File: src/rtl/trojan_chk_pkg.sv
// Shared types and default widths for the trojan-benchmark response checker.
package trojan_chk_pkg;

    localparam int N_W_DEF   = 4;
    localparam int CNT_W_DEF = 8;

    typedef logic [N_W_DEF-1:0] pattern_t;

    typedef enum logic [1:0] {
        IDLE = 2'd0,
        RUN  = 2'd1,
        DONE = 2'd2
    } chk_state_t;

endpackage

File: src/rtl/resp_golden_table.sv
// Golden truth table: one expected output bit per input pattern.
// Synchronous write, asynchronous read, synchronous active-low clear.
module resp_golden_table
    import trojan_chk_pkg::*;
#(
    parameter int N_W = N_W_DEF
) (
    input  logic           CK_i,
    input  logic           reset_i,
    input  logic           we_i,
    input  logic [N_W-1:0] waddr_i,
    input  logic           wdata_i,
    input  logic [N_W-1:0] raddr_i,
    output logic           rdata_o
);

    logic [2**N_W-1:0] mem_q;

    always_ff @(posedge CK_i) begin
        if (!reset_i) begin
            mem_q <= '0;
        end else if (we_i) begin
            mem_q[waddr_i] <= wdata_i;
        end
    end

    assign rdata_o = mem_q[raddr_i];

endmodule

File: config.mk
export PLATFORM = sky130hd
export DESIGN_NAME = resp_golden_table
export DESIGN_NICKNAME = d
export VERILOG_FILES = /design/src/rtl/trojan_chk_pkg.sv /design/src/rtl/resp_golden_table.sv
export SDC_FILE = /design/constraint.sdc
export NUM_CORES = 1
export LEC_CHECK = 0
export CORE_MARGIN = 1.5
export CORE_UTILIZATION = 46
export DETAILED_ROUTE_END_ITERATION = 10
export PLACE_DENSITY = 0.73
export SLEW_MARGIN = 15
export SYNTH_ARGS = -nofsm -noshare
export SYNTH_HDL_FRONTEND = slang
export SYNTH_SLANG_ARGS = --single-unit
File: constraint.sdc
create_clock -name CK_i -period 1.1 [get_ports CK_i]
set_input_delay 0.22 -clock CK_i [delete_from_list [all_inputs] [get_ports CK_i]]
set_output_delay 0.22 -clock CK_i [all_outputs]
set_load 0.005 [all_outputs]
==> results of run 1 <==
==> routing by layer <==
metal	routed length (um)	up-vias	share of wire	track usage
li1	-	387	-	-
met1	828	373	0.43	0.289
met2	914	31	0.48	0.334
met3	118	7	0.062	0.0437
met4	42	0	0.022	0.100
met5	0	-	0	0
==> Yosys cell counts, drive strengths merged (2+ instances only) <==
cell / number
clkbuf: 2
nor2b: 2
buf: 3
nand2b: 2
nand3: 13
a21oi: 16
dfxtp: 16
o21ai: 16
nand3b: 2
mux4: 4
mux2i: 3
nand4: 4
and3b: 2
==> power groups by stage <==
stage / registers (mW) / logic (mW) / clock network (mW)
detailed placement: 0.603 / 0.169 / 0
global placement: 0.603 / 0.165 / 0
floorplan: 0.602 / 0.0756 / 0
finish: 0.590 / 0.168 / 0.298
global route: 0.591 / 0.183 / 0.346
CTS: 0.590 / 0.167 / 0.308
==> cell families (layout without fill, tap and decap cells) <==
group	after synthesis	count (layout)	share of synthesized area
flops	16	16	0.388
buf+inv	6	24	0.0318
simple gates	31	31	0.223
compound gates	32	32	0.194
mux	7	7	0.164
==> worst max-delay path: stages (launching register included) <==
cell,delay [ns]
dfxtp_1,0.33
mux4_2,0.45
mux2i_1,0.15
mux2i_1,0.08
buf_2,0.13
==> worst min-delay path by stage <==
stage                            endpoint  slack, ns                  start
floorplan           mem_q[5]$_SDFFE_PN0P_       0.43                reset_i
global placement    mem_q[0]$_SDFFE_PN0P_       0.47  mem_q[0]$_SDFFE_PN0P_
global route        mem_q[0]$_SDFFE_PN0P_       0.50  mem_q[0]$_SDFFE_PN0P_
CTS                 mem_q[1]$_SDFFE_PN0P_       0.48  mem_q[1]$_SDFFE_PN0P_
detailed placement  mem_q[1]$_SDFFE_PN0P_       0.47  mem_q[1]$_SDFFE_PN0P_
finish              mem_q[0]$_SDFFE_PN0P_       0.48  mem_q[0]$_SDFFE_PN0P_
==> layout make-up <==
type | instances | area share
Clock buffer | 3 | 0.0216
Inverter | 1 | 0.00360
Multi-Input combinational cell | 70 | 0.458
Sequential cell | 16 | 0.309
Tap cell | 25 | 0.0300
Timing Repair Buffer | 20 | 0.177
==> timing repair <==
item	in CTS	in global routing
gates resized for setup	20	1
endpoints found under the setup margin	16	1
pin swaps	3	0
cloned	0	0
==> metrics by stage <==
stage	utilization	hold slack, ns	setup slack, ns	instances	total power [mW]
finish	0.611	0.485	-0.542	135	1.06
global route	0.611	0.501	-0.616	135	1.12
CTS	0.610	0.483	-0.563	135	1.06
detailed placement	0.593	0.471	-1.19	132	0.772
global placement	0.593	0.466	-1.15	132	0.769
floorplan	-	0.425	-0.0674	92	0.677
==> results_dict.tcl, run 1 <==
set metrics [dict create \
    cp.required_ns 0.88 \
    power.share.switching 0.246 \
    reg_top3 "mem_q x16" \
    initial_utilization 0.484 \
    worst_clock_skew_ns 0 \
    gr-total-overflow 0 \
    seq_area_frac_synth 0.388 \
    final-hold-violation-count 0 \
    pwr-share-seq 0.559 \
    multi_input_area_um2 478 \
    grt_pass1_wl_mm 3.19 \
    fillers 150 \
    core_um2 1710 \
    rsz0062_at_grt "yes" \
    grt_usage 0.216 \
    layout_common_cells "a21oi_1, o21ai_0, dfxtp_1, nand3_1" \
    ios 13 \
    clkLatencyLatePin_ns 0.28 \
    fmax_mhz 609 \
    synth_area_um2 826 \
    cts_root_buf "clkbuf_4" \
    layout_setup_ws_ns -0.542 \
    rows 15 \
    yosys_warnings 0 \
    yosys-top-cells-area "dfxtp_1, mux4_1, a21oi_1" \
    syn_inst 92 \
    grt_max_degree 17 \
    antenna_found_initial 0 \
    clkSinkCount 16 \
    end_kind "output pin" \
    final_common_cell "a21oi_1" \
    drc_errors 0 \
    seq_area_um2 323 \
    period_share 1.49 \
    diodes 0 \
    clk_path_buf_depth 2 \
    synth_edf_count 0 \
    post_cts.repair.setup_buffers 0 \
    path_class "reg2out" \
    cts_hold_buf 0 \
    grt_pass1_vias 716 \
    ir_worst_vdd_mv 0.563 \
    max_flop_register "mem_q" \
    critPathArrivalTime_ns 1.42 \
    place.gp.congestion 0.780 \
    status "finished with violations" \
    async_reset_ff_frac 0 \
    whs_path_depth 2 \
    die_y_um 45.4 \
    drt.antenna.violating_nets 0 \
    stdcell_area_um2 1040 \
    die_area_um2 2060 \
    drt_pre_antenna_iters 4 \
    synth_top_area_cell "dfxtp_1" \
    vias 798 \
    syn_to_final_growth_pct 26.4 \
    vias_per_cell 5.91 \
    cp_max_fo 2 \
    r2r_start "mem_q[3]$_SDFFE_PN0P_" \
    die_w_um 45.4 \
    setup_viol 1 \
    clockPowerShare 0.282 \
    maxCapViolations 0 \
    ys_ff_latch 16 \
    ys.flop_type "dfxtp_1" \
    max_slew_margin 0.685 \
    numCtsBuffers 3 \
    final_layout_size_suffix_gt1_frac 0.218 \
    placed_cell_area_um2 1010 \
    htree_num_levels 1 \
    syn-num-nets 104 \
    tns_ns -0.542 \
    startpoint "mem_q[14]$_SDFFE_PN0P_" \
    finalCriticalPeriod_ns 1.64 \
    violations "negative setup slack" \
    dpl.hpwl_mm 1.50 \
    drt-initial-drc-count 43 \
    reg2reg_depth 2 \
    p_comb_frac 0.159 \
    cp-start-kind "flip-flop" \
    r2r_slack_ns 0.44 \
    synth_top_area_share 0.388 \
    wl_mm 1.91 \
    tightest_slew_ns 0.472 \
    io_buffers 12 \
    powerDensity_nw_per_um2 1010 \
    slew_viol_final 0 \
    largest_reg_flops 16 \
    wl_per_cell_um 14.1 \
    final_nets 124 \
    switching_power_mw 0.260 \
    r2r_end "mem_q[3]$_SDFFE_PN0P_" \
    cts_tree "done" \
    endpoint "rdata_o" \
    syn-mean-instance-area_um2 8.98 \
    min_path_type "reg2reg" \
    leakage_nw 0.372 \
    synth_cell_types 20 \
    clk_pin_slew_ns 0.09 \
    intPower_mw 0.796 \
]
Note: power is estimated with default switching activity, not from simulation.
==> run 2: changes to the inputs <==
--- a/config.mk
+++ b/config.mk
@@ -6,9 +6,9 @@
 export NUM_CORES = 1
 export LEC_CHECK = 0
 export CORE_MARGIN = 1.5
-export CORE_UTILIZATION = 46
+export CORE_UTILIZATION = 45
 export DETAILED_ROUTE_END_ITERATION = 10
-export PLACE_DENSITY = 0.73
+export PLACE_DENSITY = 0.71
 export SLEW_MARGIN = 15
 export SYNTH_ARGS = -nofsm -noshare
 export SYNTH_HDL_FRONTEND = slang
==> run 2 against run 1 <==
The run still ends with negative setup slack left. Cell area increased by 0.84%. Via count increased by 0.88%. Sequential power about the same. Die area increased by 2.1%. Wire length increased by 4.8%. Flip-flop and latch count unchanged. Total power increased by 9.2%. Maximum frequency decreased by 0.70%. Worst setup slack got worse by 0.012 ns. Core utilization decreased by 0.16 points. Register-to-register slack about the same. Cell count increased by 0.74%. Critical endpoint unchanged. Highest routed layer unchanged.
==> results_dict.tcl, run 2 (synthesis results as in run 1) <==
set metrics [dict create \
    largest_reg_flops 16 \
    wl_per_cell_um 14.7 \
    clk_pin_slew_ns 0.09 \
    violations "negative setup slack" \
    cp_max_fo 2 \
    ir_worst_vdd_mv 0.552 \
    finalCriticalPeriod_ns 1.65 \
    multi_input_area_um2 477 \
    drc_errors 0 \
    setup_viol 1 \
    cts_root_buf "clkbuf_4" \
    gr-total-overflow 0 \
    powerDensity_nw_per_um2 1100 \
    grt_usage 0.208 \
    tightest_slew_ns 0.507 \
    cpMaxStageDelayCell "mux4_2" \
    power.share.switching 0.245 \
    max_slew_margin 0.662 \
    dp_cells 132 \
    seq_area_um2 322 \
    cp_num_buf_inv 1 \
    path_class "reg2out" \
    layout_setup_ws_ns -0.554 \
    drt-initial-drc-count 32 \
    die_y_um 45.8 \
    slew_viol_final 0 \
    end_kind "output pin" \
    clk_path_buf_depth 2 \
    grt_pass1_vias 764 \
    io_buffers 12 \
    crit_family "multiplexers" \
    antenna_found_initial 0 \
    cts_hold_buf 0 \
    drt_pre_antenna_iters 4 \
    post-route-util 0.609 \
    initial_utilization 0.478 \
    clkSinkCount 16 \
    wl_mm 2.00 \
    critPathArrivalTime_ns 1.43 \
    final-hold-violation-count 0 \
    final_layout_size_suffix_gt1_frac 0.216 \
    stdcell_area_um2 1050 \
    rsz0062_at_grt "yes" \
    layout_common_cells "a21oi_1, o21ai_0, dfxtp_1, nand3_1, dlygate4sd2_1" \
    slowest_delay_ns 0.45 \
    fmax_mhz 605 \
    final-instance-count-excl-fill 136 \
    grt_max_degree 17 \
    syn_to_final_growth_pct 27.4 \
    cp-start-kind "flip-flop" \
    worst_clock_skew_ns 0 \
    dpl.hpwl_mm 1.54 \
    diodes 0 \
    numCtsBuffers 3 \
    vias_per_cell 5.92 \
    max_flop_register "mem_q" \
    crit_top_cell "mux2i_1" \
    core_um2 1730 \
    p_comb_frac 0.147 \
    clockPowerShare 0.341 \
    tns_ns -0.554 \
    final_common_cell "a21oi_1" \
    switching_power_mw 0.283 \
    htree_num_levels 1 \
    status "finished with violations" \
    placed_cell_area_um2 1010 \
    leakage_nw 0.380 \
    drt.antenna.violating_nets 0 \
    cp.required_ns 0.88 \
    clkLatencyLatePin_ns 0.29 \
    pre_cts_ws_ns -1.18 \
    vias 805 \
    period_share 1.50 \
    cts_tree "done" \
    ios 13 \
    min_path_type "in2reg" \
    pwr-share-seq 0.511 \
    reg_top3 "mem_q x16" \
    fillers 164 \
    grt_pass1_wl_mm 3.07 \
    path_cells "mux4_2 > mux2i_1 > mux2i_1 > buf_2" \
    die_area_um2 2100 \
    final_nets 124 \
    die_w_um 45.8 \
    maxCapViolations 0 \
    intPower_mw 0.871 \
    place.gp.congestion 0.906 \
    rows 15 \
]
==> run 2: power by group through the flow <==
stage | registers (mW) | clock network [mW] | logic (mW)
CTS | 0.590 | 0.397 | 0.169
global route | 0.591 | 0.420 | 0.182
floorplan | 0.602 | 0 | 0.0756
finish | 0.590 | 0.394 | 0.170
global placement | 0.603 | 0 | 0.166
detailed placement | 0.603 | 0 | 0.170
==> run 2: cell type report <==
type                            instances  area share
Timing Repair Buffer                   20       0.174
Multi-Input combinational cell         70       0.453
Clock buffer                            4      0.0345
Sequential cell                        16       0.306
Inverter                                1     0.00357
Tap cell                               25      0.0297
==> run 2: repair_timing <==
action / 4_1_cts / 5_1_grt
pin swaps: 2 / 0
setup buffers: 0 / 0
gates resized for setup: 20 / 1
endpoints found under the setup margin: 17 / 1
==> run 2: routing by layer <==
layer	global-route usage	wire, um
met1	0.232	855
met5	0	0
met3	0.0238	104
met2	0.372	992
met4	0.126	45
==> run 2: worst paths after layout <==
check / start / endpoint / slack (ns) / cells after the start
setup / recovery: mem_q[15]$_SDFFE_PN0P_ / rdata_o / -0.55 / 4
hold / removal: waddr_i[2] / mem_q[14]$_SDFFE_PN0P_ / 0.44 / 3
setup reg to reg: mem_q[11]$_SDFFE_PN0P_ / mem_q[11]$_SDFFE_PN0P_ / 0.44 / 2
hold reg to reg: mem_q[12]$_SDFFE_PN0P_ / mem_q[12]$_SDFFE_PN0P_ / 0.48 / 2
==> run 2: tightest hold or removal path, stage by stage <==
cell	delay, ns
dlygate4sd2_1	0.29
nand4_1	0.12
a21oi_1	0.06
==> run 2: stage by stage <==
stage	total power, mW	hold slack (ns)
final	1.15	0.440
after global routing	1.19	0.474
after CTS	1.16	0.421
after detailed placement	0.774	0.468
after global placement	0.769	0.468
after floorplan	0.677	0.425
==> run 3: changes to the inputs <==
--- a/config.mk
+++ b/config.mk
@@ -5,10 +5,11 @@
 export SDC_FILE = /design/constraint.sdc
 export NUM_CORES = 1
 export LEC_CHECK = 0
+export ABC_AREA = 1
 export CORE_MARGIN = 1.5
 export CORE_UTILIZATION = 45
 export DETAILED_ROUTE_END_ITERATION = 10
-export PLACE_DENSITY = 0.71
+export PLACE_DENSITY = 0.7
 export SLEW_MARGIN = 15
 export SYNTH_ARGS = -nofsm -noshare
 export SYNTH_HDL_FRONTEND = slang
==> run 3 against run 2 <==
The flow still finishes with violations (negative setup slack). Sequential share of layout area decreased by 3.5 points. Die area increased by 12%. Cell area increased by 18%. Highest routed layer unchanged. Clock skew unchanged. Core utilization increased by 2.5 points. Global-route usage increased by 0.77 points. Worst hold slack got worse by 0.060 ns. Combinational power increased by 36%. Flip-flop and latch count unchanged.
==> results_dict.tcl, run 3 <==
set metrics [dict create \
    max_slew_margin 0.775 \
    rows 16 \
    clkLatencyLatePin_ns 0.29 \
    drt-initial-drc-count 13 \
    setup_viol 1 \
    final-hold-violation-count 0 \
    place.gp.congestion 0.842 \
    syn-mean-instance-area_um2 6.36 \
    critPathArrivalTime_ns 1.11 \
    min_to "mem_q[12]$_SDFFE_PN0P_" \
    clk_path_buf_depth 2 \
    vias 982 \
    dpl.hpwl_mm 1.62 \
    layout_setup_ws_ns -0.231 \
    drc_errors 0 \
    post_cts.repair.setup_buffers 0 \
    r2r_slack_ns 0.34 \
    ys_ff_latch 16 \
    htree_num_levels 1 \
    whs_ns 0.381 \
    die_w_um 48.4 \
    die_area_um2 2340 \
    io_buffers 12 \
    min_path_type "in2reg" \
    syn-num-nets 158 \
    hp-start "waddr_i[2]" \
    slowest_delay_ns 0.33 \
    wl_mm 2.22 \
    final_nets 183 \
    synth_area_um2 928 \
    end_kind "output pin" \
    ios 13 \
    clk_pin_slew_ns 0.09 \
    finalCriticalPeriod_ns 1.33 \
    yosys_warnings 0 \
    gr-total-overflow 0 \
    die_y_um 48.4 \
    largest_reg_flops 16 \
    syn_inst 146 \
    maxCapViolations 0 \
    r2r_end "mem_q[15]$_SDFFE_PN0P_" \
    yosys-top-cells-area "dfxtp_1, nor2_1, nand2_1" \
    r2r_start "mem_q[15]$_SDFFE_PN0P_" \
    reg_top3 "mem_q x16" \
    grt_pass1_wl_mm 3.97 \
    cp-start-kind "flip-flop" \
    initial_utilization 0.473 \
    reg2reg_depth 5 \
    antenna_found_initial 0 \
    async_reset_ff_frac 0 \
    max_flop_register "mem_q" \
    drt.antenna.violating_nets 0 \
    synth.most_common_cell "nor2_1" \
    tns_ns -0.231 \
    leakage_nw 0.552 \
    rsz0062_at_grt "yes" \
    fmax_mhz 751 \
    powerDensity_nw_per_um2 913 \
    vias_per_cell 5.01 \
    synth_edf_count 0 \
    synth_top_area_share 0.345 \
    cp_max_fo 2 \
    path_cells "inv_2 > nand2_1 > nand3_1 > nand3_1 > nand3_1 > nand2_1 > buf_2" \
    wl_per_cell_um 11.3 \
    slew_viol_final 0 \
    grt_pass1_vias 923 \
    grt_max_degree 15 \
    cts_root_buf "clkbuf_4" \
    final_common_cell "nor2_1" \
    syn_to_final_growth_pct 34.1 \
    core_um2 1960 \
    tightest_slew_ns 0.338 \
    ys.flop_type "dfxtp_1" \
    final_layout_size_suffix_gt1_frac 0.355 \
    worst_clock_skew_ns 0 \
    layout_common_cells "nor2_1, nand2_1, o21ai_1, inv_2, dfxtp_2" \
    clkSinkCount 16 \
    diodes 0 \
    synth_top_area_cell "dfxtp_1" \
    cts_tree "done" \
    finalPower_mw 1.14 \
    path_class "reg2out" \
    synth_common_cells "nor2_1, nand2_1, inv_1" \
    numCtsBuffers 3 \
    cpMaxStageDelayCell "dfxtp_2" \
    seq_area_frac_synth 0.345 \
    violations "negative setup slack" \
    drt_pre_antenna_iters 4 \
    whs_path_depth 3 \
    ir_worst_vdd_mv 0.583 \
    crit_top_cell "nand3_1" \
    synth_cell_types 19 \
    grt_usage 0.216 \
    status "finished with violations" \
    fillers 215 \
    cp.required_ns 0.88 \
    period_share 1.21 \
]
## run 3: changes by cell type after synthesis, moves of 4 or more
cell | previous run | this run
mux4_1 | 4 | 0
nor2_1 | 1 | 26
nor2_2 | 0 | 4
a21oi_1 | 16 | 3
inv_1 | 1 | 18
nand2_1 | 1 | 23
o21ai_0 | 16 | 1
nor3_1 | 0 | 11
o21ai_1 | 0 | 14
nand3_2 | 0 | 4
## run 3: metal layers
| metal | track usage | vias to the layer above | share of wire |
|---|---|---|---|
| met3 | 0.0370 | 2 | 0.041 |
| met4 | 0.0857 | 0 | 0.0095 |
| met2 | 0.375 | 23 | 0.51 |
| met5 | 0 | - | 0 |
| li1 | - | 511 | - |
| met1 | 0.266 | 446 | 0.44 |
## run 3: through the flow
| step | instances | setup slack (ns) | cell area, um2 | utilization |
|---|---|---|---|---|
| 2_1_floorplan | 146 | 0.0941 | 928 | - |
| 3_3_place_gp | 193 | -0.806 | 1160 | 0.591 |
| 3_5_place_dp | 193 | -0.823 | 1160 | 0.591 |
| 4_1_cts | 196 | -0.219 | 1210 | 0.615 |
| 5_1_grt | 196 | -0.336 | 1240 | 0.635 |
| 6_report | 196 | -0.231 | 1240 | 0.635 |
## run 3: final cells by class
class | count | area, um2 | share of cell area
Clock buffer | 3 | 22.5 | 0.0181
Inverter | 22 | 82.6 | 0.0663
Multi-Input combinational cell | 103 | 542 | 0.435
Sequential cell | 16 | 337 | 0.270
Tap cell | 27 | 33.8 | 0.0271
Timing Repair Buffer | 25 | 228 | 0.183
## run 3: kinds of logic after synthesis
group / synth area share
simple gates: 0.433
buf+inv: 0.125
compound gates: 0.0970
flops: 0.345
## run 3: report_power, final
| group | internal, mW | total (mW) | switching (mW) |
|---|---|---|---|
| sequential | 0.592 | 0.599 | 0.00661 |
| combinational | 0.0988 | 0.232 | 0.133 |
| clock | 0.127 | 0.307 | 0.180 |
## run 3: how the worst max path moves through the flow
stage / start / end / slack [ns] / depth (start not counted)
6_report: mem_q[5]$_SDFFE_PN0P_ / rdata_o / -0.23 / 7
3_3_place_gp: raddr_i[0] / rdata_o / -0.81 / 9
4_1_cts: mem_q[8]$_SDFFE_PN0P_ / rdata_o / -0.22 / 7
2_1_floorplan: raddr_i[0] / rdata_o / 0.09 / 8
3_5_place_dp: raddr_i[0] / rdata_o / -0.82 / 9
5_1_grt: mem_q[4]$_SDFFE_PN0P_ / rdata_o / -0.34 / 7
## run 3: what timing repair did
action	4_1_cts	5_1_grt
endpoints found under the hold margin	0	0
setup endpoints to repair	12	17
hold buffers	0	0
pin swaps	5	7
gates resized for setup	34	14
## run 3: worst max-delay path, delay by kind of cell (launching register included)
| kind | cells | cell delay [ns] |
|---|---|---|
| flops | 1 | 0.33 |
| simple gates | 5 | 0.33 |
| buf+inv | 2 | 0.15 |
==> RTL change: new RTL, flow settings as in run 2 <==
Set the package constant `N_W_DEF` to 5 (it was 4).
--- a/src/rtl/trojan_chk_pkg.sv
+++ b/src/rtl/trojan_chk_pkg.sv
@@ -1,7 +1,7 @@
 // Shared types and default widths for the trojan-benchmark response checker.
 package trojan_chk_pkg;
 
-    localparam int N_W_DEF   = 4;
+    localparam int N_W_DEF   = 5;
     localparam int CNT_W_DEF = 8;
 
     typedef logic [N_W_DEF-1:0] pattern_t;
Interface: changed (resized raddr_i and waddr_i); port bits go from 13 to 15. No check against the original RTL was run, so the function may have changed too.
==> RTL change against run 2 <==
- the flow still finishes with violations (setup timing)
- total power increased by 110%
- area after synthesis grew 120%
- sequential cell count is 16 higher
- final area increased by 110%
- via count is 100% higher
- worst setup slack got worse by 0.014 ns
- combinational power up 110%
- routed wire length up 110%
==> RTL change: results (changes against run 2) <==
- Wire length on met3: 278 um (+170%)
- The number of cells on the worst hold path is 2 (-1).
- Drt first-iter violations: 65 (+100%)
- The worst hold path terminates at mem_q[11].
* Average wire length per cell after detail routing: 13.3 um (-9.4%)
- Via total after detailed routing: 1624 (+100%)
* Setup Viol. Count Final: 1 (unchanged)
- WHS: 0.453 ns (+0.0128 ns)
- The endpoint arrival time on the critical path came to 1.45 ns (+0.02 ns).
* Most area-consuming cells after synthesis: sky130_fd_sc_hd__dfxtp_1, sky130_fd_sc_hd__mux2i_1, sky130_fd_sc_hd__nand2_1
- The total negative slack for setup checks came to -0.567 ns (-0.0136 ns).
* Critical path fanouts, max: 4 (+2)
- Clock-pin slew of the registers on the worst-case setup and hold paths: 0.06 ns (-0.03 ns)
- Synthesized area per cell: 8.13 um2 (-9.4%)
* Fraction of layout instances using a drive strength above 1: 21.1% (-0.55 points)
- The flow ran to the end, but the final reports show violations.
- The post-route total power is 2.40 mW (+110%).
* Placed cell count: 302 (+130%)
- Relative contribution of sequential cells to total power: 48.8% (-2.3 points)
- Placement-stage worst setup slack: -1.24 ns (-0.0568 ns)
- The worst-case setup margin in the final layout came to -0.567 ns (-0.0136 ns).
- CTS root buffer: sky130_fd_sc_hd__clkbuf_8
- Part of the Yosys area used for sequential elements: 35.3% (-3.5 points)
- The number of global-route vias before repair is 1517 (+99%).
- Largest vdd supply drop: 563 uV (+2.0%)
- The largest registers in the layout are mem_q: 32 flops.
* Slowest stage delay, CP: 0.33 ns (-0.12 ns)
- Clock power frac: 36.0% (+1.9 points)
* Synthesized Nets: 237 (+130%)
- The path class of the tightest hold or removal check is flip-flop to flip-flop.
- Violations in the final reports: setup timing
- The global-route total usage across every layer was 21.4% (+0.60 points).
- H-tree depth reported by CTS: 2 (+1)
* Layout filler cell count: 343 (+110%)
- Grouping stages by cell kind, the critical path spends the most delay in compound AO/OA/AOI/OAI gates.
- Unique cell type count in the Yosys netlist: 31 (+55%)
- The met3 track demand over resource in global routing was 5.07% (+2.7 points).
* Wire length on met2: 1.75 mm (+76%)
- The first-pass GRT wire length came to 7.09 mm (+130%).
[RTL change: cell count changes in the layout (fill, tap and decap cells not counted), moves of 13 or more]
cell,run 2,this run
sky130_fd_sc_hd__buf_4,5,24
sky130_fd_sc_hd__a21boi_1,0,17
sky130_fd_sc_hd__nor2_1,0,18
sky130_fd_sc_hd__dfxtp_1,15,29
sky130_fd_sc_hd__nand2_1,1,46
sky130_fd_sc_hd__mux2i_1,3,22
sky130_fd_sc_hd__a21oi_1,16,3
[RTL change: what timing repair did]
item	4_1_cts	5_1_grt
gates resized for setup	25	18
pin swaps	9	13
endpoints found under the setup margin	33	24
[RTL change: cell type report]
cell class | instances | area, um2 | area share (%)
clock buffer | 6 | 72.6 | 3.22
clock inverter | 1 | 5.00 | 0.222
tap | 48 | 60.1 | 2.66
sequential | 32 | 644 | 28.6
multi-input combinational | 178 | 1100 | 48.9
timing repair buffer | 44 | 370 | 16.4
